**config.mk**
```make
export PLATFORM = sky130hd
export DESIGN_NAME = axi_print_monitor
export DESIGN_NICKNAME = d
export VERILOG_FILES = /design/src/rtl/axi_print_monitor.sv
export SDC_FILE = /design/constraint.sdc
export NUM_CORES = 1
export LEC_CHECK = 0
export ABC_AREA = 1
export BUFFER_PORTS_ARGS = -buffer_cell sky130_fd_sc_hd__buf_2
export CORE_AREA = 2 2 200 202
export DETAILED_ROUTE_END_ITERATION = 16
export DIE_AREA = 0 0 202 204
export PLACE_DENSITY_LB_ADDON = 0.08
export SETUP_SLACK_MARGIN = 0.02
export SYNTH_ARGS = -nofsm -noshare
export SYNTH_HDL_FRONTEND = slang
export SYNTH_SLANG_ARGS = --single-unit
```
**constraint.sdc**
```tcl
create_clock -name clk_i -period 3.3 [get_ports clk_i]
set_clock_uncertainty 0.05 [all_clocks]
set_input_delay 0.165 -clock clk_i [delete_from_list [all_inputs] [get_ports clk_i]]
set_output_delay 0.165 -clock clk_i [all_outputs]
set_load 0.01 [all_outputs]
```
**src/rtl/axi_print_monitor.sv**
```systemverilog
// +--------------------------------------------------------------------------+
// | Module   : axi_print_monitor                                             |
// | Purpose  : Passive AXI4 write snooper decoding stdout/stderr/EOC writes. |
// | Revision : 1.0 - initial release                                         |
// +--------------------------------------------------------------------------+
`default_nettype none

module axi_print_monitor #(
  parameter int                ADDR_W      = 32,
  parameter int                DATA_W      = 32,
  parameter logic [ADDR_W-1:0] STDERR_ADDR = 32'h2FFF_0000,
  parameter logic [ADDR_W-1:0] STDOUT_ADDR = 32'h2FFF_0004,
  parameter logic [ADDR_W-1:0] EOC_ADDR    = 32'h2C03_0000,
  parameter int                AW_DEPTH    = 8,
  parameter int                CHAR_DEPTH  = 16
) (
  input  logic                clk_i,
  input  logic                rst_i,
  input  logic                aw_valid_i,
  input  logic                aw_ready_i,
  input  logic [ADDR_W-1:0]   aw_addr_i,
  input  logic [7:0]          aw_len_i,
  input  logic                w_valid_i,
  input  logic                w_ready_i,
  input  logic [DATA_W-1:0]   w_data_i,
  input  logic [DATA_W/8-1:0] w_strb_i,
  input  logic                w_last_i,
  output logic [7:0]          char_o,
  output logic                char_valid_o,
  input  logic                char_ready_i,
  output logic [31:0]         err_code_o,
  output logic                err_valid_o,
  output logic [31:0]         exit_code_o,
  output logic                eoc_o,
  output logic                overflow_o,
  output logic                proto_err_o
);

  localparam int c_STRB_W = DATA_W / 8;
  localparam int c_AW_PW  = $clog2(AW_DEPTH);
  localparam int c_CH_PW  = $clog2(CHAR_DEPTH);
  localparam logic [c_AW_PW:0] c_AW_FULL = (c_AW_PW + 1)'(AW_DEPTH);
  localparam logic [c_CH_PW:0] c_CH_FULL = (c_CH_PW + 1)'(CHAR_DEPTH);

  localparam logic [1:0] c_KIND_OTHER  = 2'd0;
  localparam logic [1:0] c_KIND_STDOUT = 2'd1;
  localparam logic [1:0] c_KIND_STDERR = 2'd2;
  localparam logic [1:0] c_KIND_EOC    = 2'd3;

  // AW tracking queue: {kind, len}
  logic [9:0]         r_aw_q [AW_DEPTH];
  logic [c_AW_PW-1:0] r_aw_wr, r_aw_rd;
  logic [c_AW_PW:0]   r_aw_cnt;
  logic [7:0]         r_beat_cnt;

  logic [7:0]         r_ch_mem [CHAR_DEPTH];
  logic [c_CH_PW-1:0] r_ch_wr, r_ch_rd;
  logic [c_CH_PW:0]   r_ch_cnt;

  logic [31:0] r_err_code, r_exit_code;
  logic        r_err_valid, r_eoc, r_overflow, r_proto_err;

  logic       w_aw_hs, w_w_hs;
  logic [1:0] w_aw_kind, w_cur_kind;
  logic [7:0] w_cur_len;
  logic [9:0] w_head;
  logic       w_q_empty, w_aw_full, w_beat_ok, w_orphan, w_len_hit, w_burst_end;
  logic       w_aw_pop, w_aw_push, w_aw_push_ok, w_aw_drop;
  logic       w_ch_empty, w_ch_full, w_ch_pop, w_ch_push, w_ch_push_ok, w_ch_drop;
  logic [7:0] w_char;
  logic       w_char_found;
  logic       w_first_beat;

  assign w_aw_hs = aw_valid_i && aw_ready_i;
  assign w_w_hs  = w_valid_i && w_ready_i;

  always_comb begin
    w_aw_kind = c_KIND_OTHER;
    if (aw_addr_i == STDOUT_ADDR)      w_aw_kind = c_KIND_STDOUT;
    else if (aw_addr_i == STDERR_ADDR) w_aw_kind = c_KIND_STDERR;
    else if (aw_addr_i == EOC_ADDR)    w_aw_kind = c_KIND_EOC;
  end

  // Empty queue with a concurrent AW: the beat belongs to the incoming burst.
  assign w_q_empty   = (r_aw_cnt == '0);
  assign w_aw_full   = (r_aw_cnt == c_AW_FULL);
  assign w_head      = r_aw_q[r_aw_rd];
  assign w_cur_kind  = w_q_empty ? w_aw_kind : w_head[9:8];
  assign w_cur_len   = w_q_empty ? aw_len_i  : w_head[7:0];
  assign w_beat_ok   = w_w_hs && (!w_q_empty || w_aw_hs);
  assign w_orphan    = w_w_hs && w_q_empty && !w_aw_hs;
  assign w_len_hit   = (r_beat_cnt == w_cur_len);
  assign w_burst_end = w_beat_ok && (w_last_i || w_len_hit);
  assign w_first_beat = (r_beat_cnt == 8'd0);

  assign w_aw_pop     = w_burst_end && !w_q_empty;
  assign w_aw_push    = w_aw_hs && !(w_q_empty && w_burst_end);
  assign w_aw_push_ok = w_aw_push && (!w_aw_full || w_aw_pop);
  assign w_aw_drop    = w_aw_push && !w_aw_push_ok;

  always_comb begin
    w_char       = 8'h00;
    w_char_found = 1'b0;
    for (int i = 0; i < c_STRB_W; i++) begin
      if (w_strb_i[i] && !w_char_found) begin
        w_char       = w_data_i[8*i +: 8];
        w_char_found = 1'b1;
      end
    end
  end

  assign w_ch_empty   = (r_ch_cnt == '0);
  assign w_ch_full    = (r_ch_cnt == c_CH_FULL);
  assign w_ch_pop     = char_ready_i && !w_ch_empty;
  assign w_ch_push    = w_beat_ok && (w_cur_kind == c_KIND_STDOUT) &&
                        w_char_found && (w_char != 8'h00);
  assign w_ch_push_ok = w_ch_push && (!w_ch_full || w_ch_pop);
  assign w_ch_drop    = w_ch_push && !w_ch_push_ok;

  always_ff @(posedge clk_i) begin
    if (w_aw_push_ok) r_aw_q[r_aw_wr]   <= {w_aw_kind, aw_len_i};
    if (w_ch_push_ok) r_ch_mem[r_ch_wr] <= w_char;
  end

  always_ff @(posedge clk_i or posedge rst_i) begin
    if (rst_i) begin
      r_aw_wr     <= '0;
      r_aw_rd     <= '0;
      r_aw_cnt    <= '0;
      r_beat_cnt  <= '0;
      r_ch_wr     <= '0;
      r_ch_rd     <= '0;
      r_ch_cnt    <= '0;
      r_err_code  <= '0;
      r_exit_code <= '0;
      r_err_valid <= 1'b0;
      r_eoc       <= 1'b0;
      r_overflow  <= 1'b0;
      r_proto_err <= 1'b0;
    end else begin
      if (w_aw_push_ok) r_aw_wr <= r_aw_wr + 1'b1;
      if (w_aw_pop)     r_aw_rd <= r_aw_rd + 1'b1;
      case ({w_aw_push_ok, w_aw_pop})
        2'b10:   r_aw_cnt <= r_aw_cnt + 1'b1;
        2'b01:   r_aw_cnt <= r_aw_cnt - 1'b1;
        default: r_aw_cnt <= r_aw_cnt;
      endcase

      if (w_beat_ok) r_beat_cnt <= w_burst_end ? 8'd0 : r_beat_cnt + 8'd1;

      if (w_ch_push_ok) r_ch_wr <= r_ch_wr + 1'b1;
      if (w_ch_pop)     r_ch_rd <= r_ch_rd + 1'b1;
      case ({w_ch_push_ok, w_ch_pop})
        2'b10:   r_ch_cnt <= r_ch_cnt + 1'b1;
        2'b01:   r_ch_cnt <= r_ch_cnt - 1'b1;
        default: r_ch_cnt <= r_ch_cnt;
      endcase

      if (w_beat_ok && w_first_beat && (w_cur_kind == c_KIND_STDERR)) begin
        r_err_code  <= w_data_i[31:0];
        r_err_valid <= 1'b1;
      end
      if (w_beat_ok && w_first_beat && (w_cur_kind == c_KIND_EOC)) begin
        r_exit_code <= w_data_i[31:0];
        if (w_data_i[31:0] != 32'd0) r_eoc <= 1'b1;
      end

      if (w_aw_drop || w_ch_drop) r_overflow <= 1'b1;
      if (w_orphan || (w_beat_ok && (w_last_i != w_len_hit))) r_proto_err <= 1'b1;
    end
  end

  assign char_valid_o = !w_ch_empty;
  assign char_o       = w_ch_empty ? 8'h00 : r_ch_mem[r_ch_rd];
  assign err_code_o   = r_err_code;
  assign err_valid_o  = r_err_valid;
  assign exit_code_o  = r_exit_code;
  assign eoc_o        = r_eoc;
  assign overflow_o   = r_overflow;
  assign proto_err_o  = r_proto_err;

endmodule

`default_nettype wire

```
## After elaboration in Yosys (flattened, before gate mapping)

Memory sizes are Yosys's and may differ from the RTL's.
Cells that the tools add are included.

- $add $sub $neg: 9
- Multipliers: 0
- Div/mod/pow operators: 0
- Magnitude comparators: 0
- Eq/ne operators: 14
- Shift-type cells: 0
- Mux-type cells: 21
- Bitwise operators: 0
- Reductions and logical operators: 49

Operators by type and width:

| kind | count |
|---|---|
| $eq 32x30->1 const B | 3 |
| $mux 8 | 7 |
| $reduce_bool 32->1 | 1 |
| $logic_and 1x1->1 | 24 |
| $add 4x1->4 const B | 3 |
| $logic_not 1->1 | 11 |
| $pmux 5 s2 | 1 |
| $add 8x1->8 const B | 1 |
| $eq 2x2->1 const B | 4 |
| $eq 8x8->1 | 1 |
| $logic_not 8->1 | 1 |
| $mux 1 | 8 |
| $mux 2 | 4 |
| $pmux 4 s2 | 1 |
| $reduce_bool 8->1 | 1 |
| $add 3x1->3 const B | 2 |
| $eq 2x1->1 const B | 3 |
| $logic_or 1x1->1 | 6 |
| $add 5x1->5 const B | 1 |
| $eq 5x5->1 const B | 1 |
| $logic_not 5->1 | 1 |
| $sub 5x1->5 const B | 1 |
| $eq 4x4->1 const B | 1 |
| $logic_not 4->1 | 1 |
| 4 further kinds | 5 |

- Bits in registers: 99
- Bits in latches: 0
- Memory bits (writable): 208
- Memory bits (read-only): 0
- Input bits: 84
- Output and inout bits: 77
- Word-level logic and storage cells: 108
- Memories: 2

Memories:

| memory | depth | width | rd ports | clocked after Yosys merged registers in | wr ports | line | source |
|---|---|---|---|---|---|---|---|
| r_ch_mem | 16 | 8 | 1 | 0 | 1 | 56 | `logic [7:0] r_ch_mem [CHAR_DEPTH];` |
| r_aw_q | 8 | 10 | 1 | 0 | 1 | 51 | `logic [9:0] r_aw_q [AW_DEPTH];` |

## Depth between registers and ports, before layout

- Word-level depth: 16
- Gate-level depth with buffers: 27

## Worst setup path before layout

No wires, ideal clock.

- Path kind: register to register
- Start point: register r_aw_rd[0]
- End point: memory r_aw_q[4][0] (enable)
- Setup time: 0.376 ns
- Data arrival time: 3.075 ns
- Data required time: 2.874 ns
- Slack: -0.201 ns
- Stages on the path, launching flop included: 19
- Cell sequence: dfrtp_1 -> inv_2 -> buf_2 -> buf_2 -> nor2_1 -> o211ai_1 -> nand3_1 -> nand2_1 -> xor2_1 -> nand2_1 -> nor3b_1 -> nand2_1 -> ha_1 -> nor2_4 -> inv_1 -> nand3_1 -> nand2_1 -> or2_2 -> nor2_1

- Cells in the longest elaborated chain, start to end: 11

Ends and longest elaborated chain:

| what | line | source |
|---|---|---|
| start, declared | 52 | `logic [c_AW_PW-1:0] r_aw_wr, r_aw_rd;` |
| start signal, assigned | 142 | `if (w_aw_pop) r_aw_rd <= r_aw_rd + 1'b1;` |
| $mem_v2 8x10 * | -- |  |
| $mux 8 * | 89 | `assign w_cur_len = w_q_empty ? aw_len_i : w_head[7:0];` |
| $eq 8x8->1 * | 92 | `assign w_len_hit = (r_beat_cnt == w_cur_len);` |
| $logic_or 1x1->1 * | 93 | `assign w_burst_end = w_beat_ok && (w_last_i \|\| w_len_hit);` |
| $logic_and 1x1->1 * | 93 |  |
| $logic_and 1x1->1 | 97 | `assign w_aw_push = w_aw_hs && !(w_q_empty && w_burst_end);` |
| $logic_not 1->1 | 97 |  |
| $logic_and 1x1->1 | 97 |  |
| $logic_and 1x1->1 * | 98 | `assign w_aw_push_ok = w_aw_push && (!w_aw_full \|\| w_aw_pop);` |
| $mux 1 * | 121 | `if (w_aw_push_ok) r_aw_q[r_aw_wr] <= {w_aw_kind, aw_len_i};` |
| $mux 1 (not written as such) * | 121 |  |
| end, declared | 51 |  |

Mark *: on every way between the ends. The rest lies on a longest branch, timed or not.

## Worst setup path after layout

- Start point: register r_aw_rd[0]
- End point: register r_aw_cnt[3]

- Cells in the longest elaborated chain, start to end: 11

Ends and longest elaborated chain:

| what | line | source |
|---|---|---|
| $mem_v2 8x10 * | -- |  |
| $mux 8 * | 89 |  |
| $eq 8x8->1 * | 92 |  |
| $logic_or 1x1->1 * | 93 |  |
| $logic_and 1x1->1 * | 93 |  |
| $logic_and 1x1->1 | 97 |  |
| $logic_not 1->1 | 97 |  |
| $logic_and 1x1->1 | 97 |  |
| $logic_and 1x1->1 | 98 |  |
| $eq 2x1->1 / $eq 2x2->1 (equally long branches) | 143 | `case ({w_aw_push_ok, w_aw_pop})` |
| $pmux 4 s2 / $reduce_bool 2->1 (equally long branches) | -- |  |
| end signal, assigned | 144 | `2'b10: r_aw_cnt <= r_aw_cnt + 1'b1;` |
| end signal, assigned | 145 | `2'b01: r_aw_cnt <= r_aw_cnt - 1'b1;` |
| end signal, assigned | 146 | `default: r_aw_cnt <= r_aw_cnt;` |
| end, declared | 53 | `logic [c_AW_PW:0] r_aw_cnt;` |

Marked as above.
A chain may end at the register's enable or synchronous reset.

==> results.ini <==
[flow_run]
max-cap-violations = 0

[routing]
wl_um = 37700
dr.first_iter.drc_count = 603
viasPerCell = 4.81
detail-route-antenna-nets = 0
drtPass1Iterations = 5
vias = 10100
route.detailed.wl_per_inst_um = 17.9
drc_errors = 0

[layout]
antennaDiodeCount = 0
final-instance-count-excl-fill = 2107
final_common_cell = edfxtp_1
syn_to_final_growth_pct = 27.2
nets = 1662
fillerInstances = 3772
drive_above_1_share_pct = 22.1
final_cell_mix = edfxtp_1, nand2_1, nor2_1
design_area_um2 = 17200

[pwr]
p_clk_share_pct = 27.1
p_comb_share_pct = 35.9
internal_power_w = 0.00900
pwr-share-seq_pct = 37.0
powerDensity_nw_per_um2 = 820
ir_drop_v = 0.000521
power.switching_w = 0.00509
leakage_nw = 7.19
switching_share_pct = 36.1

[sta]
slew_headroom_pct = 55.4
rsz0062_at_grt = yes
fmax_ghz = 0.302
hold_ws_ns = 0.0759
min_period_ns = 3.31
worst_pin_slew_ns = 0.669
hold_viol_final = 0
layout_setup_ws_ns = -0.00798
slew_violations = 0
fin_crit_sh_pct = 100
fin_tns_setup_ns = -0.00798
finalSetupViolCount = 1

[worst_setup_path]
cp-start-kind = flop
critPathMaxFanout = 16
critPathKind = flop to flop
critPathRequiredTime_ns = 3.68
r2r_setup_slack_ns = -0.008
end_kind = flop
arrival_ns = 3.68

[synthesis]
syn_inst = 1298
mappedNetlistNets = 1399
synth_top_family_by_area = simple AND/OR/NAND/NOR gates
synth_xor_area_share_pct = 1.43
yosys-top-cells-area = edfxtp_1, dfrtp_1, o21ai_0
yosysTopAreaCellShare_pct = 46.2
synth-seq-area-share_pct = 64.5
ys_ff_latch = 307
yosysWarnings = 0
synth_edf_count = 208
synth.area.mux_share_pct = 0
yosys.area_share.simple_pct = 16.3
avgSynthCellArea_um2 = 10.4
yosys_most_used_dff = edfxtp_1
synth_top_cell_by_area = edfxtp_1
synth_compound_area_share_pct = 10.6
synth-async-reset-ratio_pct = 32.2
syn_area_um2 = 13500
synth_fa_ha_area_share_pct = 1.68
synth_cell_types = 41

[grt]
antenna_found_initial = 1
grt_pass1_wl_um = 58100
gr-total-overflow = 0
track_usage_pct = 18.2
grt_pass1_vias = 10200
grt_max_degree = 66

[place]
place_ws_ns = -0.0584
dpl.hpwl_um = 25300
portBuffers = 160
dpl_cell_area_um2 = 15300
place_congestion = 0.824
place_inst = 1993

[min_path]
hold_path_class = primary input to flop

[clock_network]
cts_tree = done
root_buffer = clkbuf_16
clock-sinks = 307
clockBufferDepth = 3
cts_made_buffers = 36
insertion_delay_ns = 0.54
clk_pin_slew_ns = 0.06
cts_htree_levels = 2

[die]
num_rows = 73
io_pins = 161
die_h_um = 204
start_util_pct = 34.5
core_region_area_um2 = 39200
die_x_um = 202
die_area_um2 = 41200

[status]
violations = setup timing
status = finished with violations

-- cell families after synthesis --
kind of cell | count (synthesis)
AND/OR/NAND/NOR | 514
flip-flops | 307
AO/OA/AOI/OAI | 256
buffers and inverters | 182
XOR/XNOR | 22
adder cells (fa/ha/maj) | 17
-- worst paths after layout --
kind / to / depth (start not counted) / from
max: r_aw_cnt[3] / 24 / r_aw_rd[0]
min: overflow_o / 3 / aw_ready_i
max reg2reg: r_aw_cnt[3] / 24 / r_aw_rd[0]
min reg2reg: err_valid_o / 2 / err_valid_o
max in group asynchronous: r_ch_rd[0] / 4 / rst_i
min in group asynchronous: err_valid_o / 3 / rst_i
-- final cells by class --
| type | count | area (µm²) | share of cell area, % |
|---|---|---|---|
| inverter | 126 | 478 | 2.78 |
| clock inverter | 17 | 166 | 0.968 |
| timing repair buffer | 281 | 2030 | 11.8 |
| clock buffer | 42 | 945 | 5.49 |
| multi-input combinational | 809 | 4190 | 24.4 |
| tap | 525 | 657 | 3.82 |
| sequential | 307 | 8730 | 50.7 |
-- worst max-delay path, stage by stage, from the launching register on --
cell and delay [ns]:
dfrtp_2 0.50, inv_4 0.10, clkbuf_16 0.18, o21ai_0 0.15, o221ai_1 0.12, nand3_1 0.11
nand2_1 0.08, xor2_1 0.16, nor3_2 0.20, nand2_2 0.11, ha_4 0.18, nor2_4 0.12
nand2_2 0.07, inv_2 0.07, nand2_2 0.05, inv_2 0.09, ha_4 0.20, nand2_2 0.05
nand2_1 0.04, a31oi_1 0.18, nand2_1 0.07, nand2_1 0.07, nand2_1 0.05, xor2_1 0.13
inv_1 0.05
-- metrics by stage --
step                power (W)  utilization [%]
detailed placement     0.0101             39.0
global route           0.0150             43.9
global placement       0.0100             39.0
CTS                    0.0140             43.1
floorplan             0.00817                -
finish                 0.0141             43.9
-- synth_stat cells (19+ instances only) --
cell type / instances
nand2_1: 203
nor2_1: 203
dfrtp_1: 99
o221ai_1: 29
a21oi_1: 19
edfxtp_1: 208
nand3_1: 57
o21ai_0: 177
xor2_1: 20
buf_2: 19
clkbuf_1: 28
inv_1: 118
-- power groups by stage --
stage	Sequential (W)	Combinational, W	Clock, W
after floorplan	0.00535	0.00282	0
after global placement	0.00524	0.00478	0
after detailed placement	0.00525	0.00482	0
after CTS	0.00519	0.00489	0.00395
after global routing	0.00530	0.00567	0.00407
final	0.00521	0.00507	0.00382
-- repair_timing --
action	in CTS	in global routing
hold buffers	44	0
endpoints found under the setup margin	50	84
cloned	0	4
hold endpoints to repair	174	0
buffers inserted	0	7
gates resized for setup	11	52
pin swaps	0	8
-- flip-flops by register name (all words and copies together) (netlist names), 4 cells and up --
signal	flops
r_ch_cnt	5
r_aw_q	80
r_beat_cnt	8
r_ch_mem	128
exit_code_o	32
r_ch_rd	4
r_ch_wr	4
err_code_o	32
r_aw_cnt	4
-- routing by layer --
layer	GRT usage [%]	up-vias	part of all wire (%)
li1	-	4955	-
met1	23.7	4885	44
met2	30.4	231	48
met3	3.73	71	4.8
met4	6.30	2	2.7
met5	0	-	0.019
No activity file was read; power rests on OpenSTA's default activity.
